--- src/rtl/alu_nibble_packer_if.sv ---
// alu_nibble_packer_if
//   Bundles the nibble input stream and the packed-word output handshake
//   of alu_nibble_packer.
//
//   Nibble side (valid-only, no backpressure):
//     nib_valid, nib_data[3:0], nib_last
//   Word side (valid/ready):
//     word_valid, word_ready, word_data[4*NIBBLES-1:0], word_zero, word_partial
//
//   Handshake rule: a word transfers on a rising edge where word_valid and
//   word_ready are both 1. While word_valid=1 and word_ready=0 the head
//   (word_data/word_zero/word_partial) is held stable. word_valid never
//   depends on word_ready.
//
//   Modports:
//     master - the environment: drives nibbles and word_ready
//     slave  - the packer: consumes nibbles, presents words
interface alu_nibble_packer_if #(
    parameter int NIBBLES = 4
);
    logic                   nib_valid;
    logic [3:0]             nib_data;
    logic                   nib_last;
    logic                   word_valid;
    logic                   word_ready;
    logic [4*NIBBLES-1:0]   word_data;
    logic                   word_zero;
    logic                   word_partial;

    modport master (
        output nib_valid, nib_data, nib_last, word_ready,
        input  word_valid, word_data, word_zero, word_partial
    );

    modport slave (
        input  nib_valid, nib_data, nib_last, word_ready,
        output word_valid, word_data, word_zero, word_partial
    );
endinterface

--- src/rtl/alu_nibble_packer.sv ---
// alu_nibble_packer
//   Packs a stream of 4-bit nibbles LSB-first into words of NIBBLES nibbles,
//   queues completed words in a DEPTH-entry FIFO and presents them on a
//   valid/ready output. A word that completes while the FIFO is full (and
//   not popping on the same edge) is dropped and sets a sticky overflow flag.
//
//   Ports:
//     clk        - clock, rising edge
//     rst_n      - asynchronous active-low reset
//     io         - alu_nibble_packer_if.slave (nibble input, word output)
//     fifo_level - words currently queued (0..DEPTH)
//     overflow   - sticky, a completed word was dropped
//     clr_ovf    - synchronous clear of overflow (a same-edge drop wins)
module alu_nibble_packer #(
    parameter int NIBBLES = 4,
    parameter int DEPTH   = 2
) (
    input  logic                       clk,
    input  logic                       rst_n,
    alu_nibble_packer_if.slave         io,
    output logic [$clog2(DEPTH):0]     fifo_level,
    output logic                       overflow,
    input  logic                       clr_ovf
);
    localparam int W  = 4 * NIBBLES;
    localparam int IW = (NIBBLES > 1) ? $clog2(NIBBLES) : 1;
    localparam int AW = $clog2(DEPTH);
    localparam int LW = AW + 1;
    localparam logic [IW-1:0] LAST_IDX = IW'(NIBBLES - 1);
    localparam logic [LW-1:0] FULL_LVL = LW'(DEPTH);

    // Assembly state
    logic [W-1:0]  asm_data;
    logic [IW-1:0] nib_idx;

    // FIFO state
    logic [W-1:0]  mem_data [DEPTH];
    logic          mem_zero [DEPTH];
    logic          mem_part [DEPTH];
    logic [AW-1:0] wr_ptr;
    logic [AW-1:0] rd_ptr;
    logic [LW-1:0] level;

    logic [W-1:0]  merged;
    logic          done;
    logic          partial;
    logic          zero;
    logic          pop;
    logic          push;
    logic          drop;

    // Current assembly with the incoming nibble placed at nib_idx and every
    // nibble above it forced to zero, so an early close never leaks stale data.
    always_comb begin
        merged = asm_data;
        for (int k = 0; k < NIBBLES; k++) begin
            if (k == int'(nib_idx)) begin
                merged[4*k +: 4] = io.nib_data;
            end else if (k > int'(nib_idx)) begin
                merged[4*k +: 4] = 4'h0;
            end
        end
    end

    assign done    = io.nib_valid && ((nib_idx == LAST_IDX) || io.nib_last);
    assign partial = (nib_idx != LAST_IDX);
    assign zero    = (merged == '0);

    assign io.word_valid = (level != '0);
    assign pop           = io.word_valid && io.word_ready;
    // A full FIFO still accepts a word when the head leaves on the same edge.
    assign push          = done && ((level < FULL_LVL) || pop);
    assign drop          = done && !push;

    assign io.word_data    = io.word_valid ? mem_data[rd_ptr] : '0;
    assign io.word_zero    = io.word_valid ? mem_zero[rd_ptr] : 1'b0;
    assign io.word_partial = io.word_valid ? mem_part[rd_ptr] : 1'b0;
    assign fifo_level      = level;

    // Assembly
    always_ff @(posedge clk or negedge rst_n) begin
        if (!rst_n) begin
            asm_data <= '0;
            nib_idx  <= '0;
        end else if (io.nib_valid) begin
            if (done) begin
                asm_data <= '0;
                nib_idx  <= '0;
            end else begin
                asm_data <= merged;
                nib_idx  <= nib_idx + 1'b1;
            end
        end
    end

    // FIFO storage; contents are don't-care until the level marks them valid.
    always_ff @(posedge clk) begin
        if (push) begin
            mem_data[wr_ptr] <= merged;
            mem_zero[wr_ptr] <= zero;
            mem_part[wr_ptr] <= partial;
        end
    end

    // FIFO pointers and level; pointers wrap naturally because DEPTH is 2**AW.
    always_ff @(posedge clk or negedge rst_n) begin
        if (!rst_n) begin
            wr_ptr <= '0;
            rd_ptr <= '0;
            level  <= '0;
        end else begin
            if (push) wr_ptr <= wr_ptr + 1'b1;
            if (pop)  rd_ptr <= rd_ptr + 1'b1;
            case ({push, pop})
                2'b10:   level <= level + 1'b1;
                2'b01:   level <= level - 1'b1;
                default: level <= level;
            endcase
        end
    end

    // Sticky overflow; a drop on the same edge as a clear keeps it set.
    always_ff @(posedge clk or negedge rst_n) begin
        if (!rst_n) begin
            overflow <= 1'b0;
        end else if (drop) begin
            overflow <= 1'b1;
        end else if (clr_ovf) begin
            overflow <= 1'b0;
        end
    end
endmodule

--- src/flat_wrapper.sv ---
// flat-port wrapper written by rule: the top's interface ports become plain ports
module alu_nibble_packer_flat 
#(
    parameter int NIBBLES = 4,
    parameter int DEPTH   = 2
)
  (clk, rst_n, fifo_level, overflow, clr_ovf, io_nib_valid, io_nib_data, io_nib_last, io_word_ready, io_word_valid, io_word_data, io_word_zero, io_word_partial);
  alu_nibble_packer_if #(.NIBBLES(NIBBLES)) io_i ();
  input  logic clk;
  input  logic rst_n;
  output logic [$clog2(DEPTH):0] fifo_level;
  output logic overflow;
  input  logic clr_ovf;
  input wire logic [$bits(io_i.nib_valid)-1:0] io_nib_valid;
  input wire logic [$bits(io_i.nib_data)-1:0] io_nib_data;
  input wire logic [$bits(io_i.nib_last)-1:0] io_nib_last;
  input wire logic [$bits(io_i.word_ready)-1:0] io_word_ready;
  output wire logic [$bits(io_i.word_valid)-1:0] io_word_valid;
  output wire logic [$bits(io_i.word_data)-1:0] io_word_data;
  output wire logic [$bits(io_i.word_zero)-1:0] io_word_zero;
  output wire logic [$bits(io_i.word_partial)-1:0] io_word_partial;
  assign io_i.nib_valid = io_nib_valid;
  assign io_i.nib_data = io_nib_data;
  assign io_i.nib_last = io_nib_last;
  assign io_i.word_ready = io_word_ready;
  assign io_word_valid = io_i.word_valid;
  assign io_word_data = io_i.word_data;
  assign io_word_zero = io_i.word_zero;
  assign io_word_partial = io_i.word_partial;
  alu_nibble_packer #(.NIBBLES(NIBBLES), .DEPTH(DEPTH)) u_core (.clk(clk), .rst_n(rst_n), .io(io_i), .fifo_level(fifo_level), .overflow(overflow), .clr_ovf(clr_ovf));
endmodule
--- config.mk ---
export PLATFORM = sky130hd
export DESIGN_NAME = alu_nibble_packer_flat
export DESIGN_NICKNAME = d
export VERILOG_FILES = /design/src/rtl/alu_nibble_packer_if.sv /design/src/rtl/alu_nibble_packer.sv /design/src/flat_wrapper.sv
export SDC_FILE = /design/constraint.sdc
export NUM_CORES = 1
export LEC_CHECK = 0
export CAP_MARGIN = 10
export CORE_MARGIN = 5
export CORE_UTILIZATION = 30
export DETAILED_ROUTE_END_ITERATION = 8
export HOLD_SLACK_MARGIN = 0.03
export SYNTH_ARGS = -nofsm -noshare
export SYNTH_HDL_FRONTEND = slang
export SYNTH_SLANG_ARGS = --single-unit
export TNS_END_PERCENT = 30
--- constraint.sdc ---
create_clock -name clk -period 2.85 [get_ports clk]
set_clock_uncertainty 0.15 [all_clocks]
set_input_delay 0.4275 -clock clk [delete_from_list [all_inputs] [get_ports clk]]
set_output_delay 0.4275 -clock clk [all_outputs]
set_load 0.05 [all_outputs]
==> metrics.cfg <==
[clocking]
post_cts_resized = 0
ctsRootBufferMaster = clkbuf_8
worstSkewPairLatency_ps = 330
h-tree-depth = 3
cts.sinks = 59
postCtsHoldBufs = 0
clk_transition_reported_paths_ps = 60
clk_path_buf_depth = 2
cts_tree = done
post_cts_buffers = 0
numCtsBuffers = 9

[synth]
avgSynthCellArea_um2 = 12.27
ys.flop_type = edfxtp_1
synth_seq_area_share_pct = 63.11
synth-warning-count = 0
synth_edf_count = 36
syn_area_um2 = 2625
ys_types = 31
syn_nets = 230
ys_ff_latch = 59
synthArstFlopShare_pct = 38.98
syn_inst = 214

[critical_path]
cpLargestDelayFamily = simple AND/OR/NAND/NOR gates
worstPathMaxFanout = 5
critPathLaunchType = flip-flop
worst_setup_path_end_kind = flip-flop
slowest_stage = or4_1
path_buf_inv = 1
critPathMaxStageDelay_ps = 540
worstPathArrival_ps = 2290
critical_path_class = flip-flop to flip-flop
crit_chain = inv_1 > ha_1 > nor2b_2 > a22o_1 > or4_1 > nor4_2
critical_path_required_ps = 2840

[layout]
post-route-util_pct = 37.24
seqCellArea_um2 = 1657
multi_input_area_um2 = 818.3
final_area_um2 = 3216
diodes = 0
layout.nets = 269
nFillCells = 856
area_delta_synth_final_pct = 22.50
layout_common_cells = 36 x edfxtp_1, 28 x inv_1, 26 x nor2_1, 26 x buf_4, 23 x dfrtp_1
layout_commonest_cell = edfxtp_1
fin_cells = 366
drive_gt1_share_pct = 19.38

[routing]
routed-via-count = 1673
drc = 0
routed_wl_um = 5267
ant_nets = 0
initialDrtViolationCount = 49
wl_per_cell_um = 14.39
firstDrtPassIters = 5
vias_per_cell = 4.571

[floorplanning]
start_util_pct = 30.40
coreArea_um2 = 8636
rows = 34
ios = 32
die_x_um = 103.5
dieArea_um2 = 10720
die_y_um = 103.5

[timing]
fin_hold_ws_ps = 303.7
setup_viol = 0
slew_viol_final = 0
fin_crit_sh_pct = 80.50
slew_headroom_pct = 62.88
fmax_mhz = 435.9
layout_setup_ws_ps = 555.8
period_needed_ps = 2294
rsz0062_at_grt = no
tightest_slew_ps = 552.1
finalHoldViolations = 0
fin_setup_tns_ps = 0

[global_route]
grt_max_degree = 27
grt_pass1_wl_um = 8769
grt_usage_pct = 10.22
antenna_found_initial = 0
grt_pass1_vias = 1715
globalRouteOverflowTotal = 0

[pwr]
seqPwrFrac_pct = 33.9
fin_total_pwr_mw = 3.262
p_sw_mw = 1.360
p_per_area_nw_per_um2 = 1014
combPwrFrac_pct = 44.2
switching_share_pct = 41.70
p_int_mw = 1.902
p_clk_share_pct = 21.9
p_leak_nw = 1.335
irDropWorstVdd_v = 0.0002795

[placement]
gp_congestion = 0.8563
dp.cells = 350
portBuffers = 31
dpl.hpwl_um = 3705
place_area_um2 = 3030
dpl_worst_slack_ps = 481.8

[outcome]
status = finished, final reports clean

[hold_path]
hold_path_class = primary input to async pin

[run]
drv_cap = 0

path summary, 6_finish.rpt:
check | from | depth (start not counted) | to | slack [ps]
worst max-delay path | u_core.nib_idx[0] | 6 | u_core.mem_zero[0] | 560
worst min-delay path | rst_n | 2 | u_core.overflow | 300
worst max register to register | u_core.nib_idx[0] | 6 | u_core.mem_zero[0] | 560
worst min register to register | u_core.rd_ptr | 1 | u_core.rd_ptr | 330
max in group asynchronous | rst_n | 2 | u_core.nib_idx[0] | 2020
min in group clk | u_core.rd_ptr | 1 | u_core.rd_ptr | 330
Yosys cell counts, types with 3 or more instances:
cell,number,share of area [%]
buf_2,3,0.57
o31ai_1,4,1.1
edfxtp_1,36,41
xnor2_1,3,1.0
nand2_1,6,0.86
a22oi_1,5,1.4
nand3_1,3,0.57
o21ai_0,4,0.76
a21oi_1,3,0.57
dfrtp_1,23,22
mux2_2,4,1.7
ha_1,6,2.9
o22ai_1,11,2.6
nor2b_1,5,1.2
inv_1,28,4.0
clkbuf_1,5,0.72
nor2_1,26,3.7
mux2i_1,19,7.2
a31o_2,4,1.3
cell families (layout without fill, tap and decap cells):
family / count (synthesis) / after routing / share of synthesized area, %
multiplexers: 23 / 23 / 8.961
AO/OA/AOI/OAI: 33 / 33 / 8.580
AND/OR/NAND/NOR: 50 / 50 / 9.104
flip-flops: 59 / 59 / 63.11
XOR/XNOR: 5 / 5 / 1.669
adder cells (fa/ha/maj): 6 / 6 / 2.860
buffers and inverters: 38 / 82 / 5.720
routing by layer:
metal	global-route usage (%)	wire length (um)
met3	2.488	229
met4	4.780	99
met2	14.53	2303
met5	0	0
met1	14.58	2635
flip-flops by register name, summed over array words and instances (netlist names):
name / flops
u_core.overflow: 1
u_core.wr_ptr: 1
u_core.asm_data: 16
u_core.rd_ptr: 1
u_core.mem_zero: 2
u_core.fifo_level: 2
u_core.mem_data: 32
u_core.nib_idx: 2
u_core.mem_part: 2
final cells by class:
class | instances | share of cell area (%)
tap | 108 | 4.202
multi-input combinational | 117 | 25.45
inverter | 28 | 3.268
clock buffer | 11 | 4.086
sequential | 59 | 51.52
timing repair buffer | 38 | 9.805
clock inverter | 5 | 1.673
power groups by stage:
stage,sequential [mW],clock (mW),combinational (mW)
after floorplan,1.17,0,0.986
after global placement,1.12,0,1.46
after detailed placement,1.12,0,1.47
after CTS,1.11,0.732,1.47
after global routing,1.12,0.774,1.54
final,1.10,0.715,1.44
Note: power is estimated with default switching activity, not from simulation.
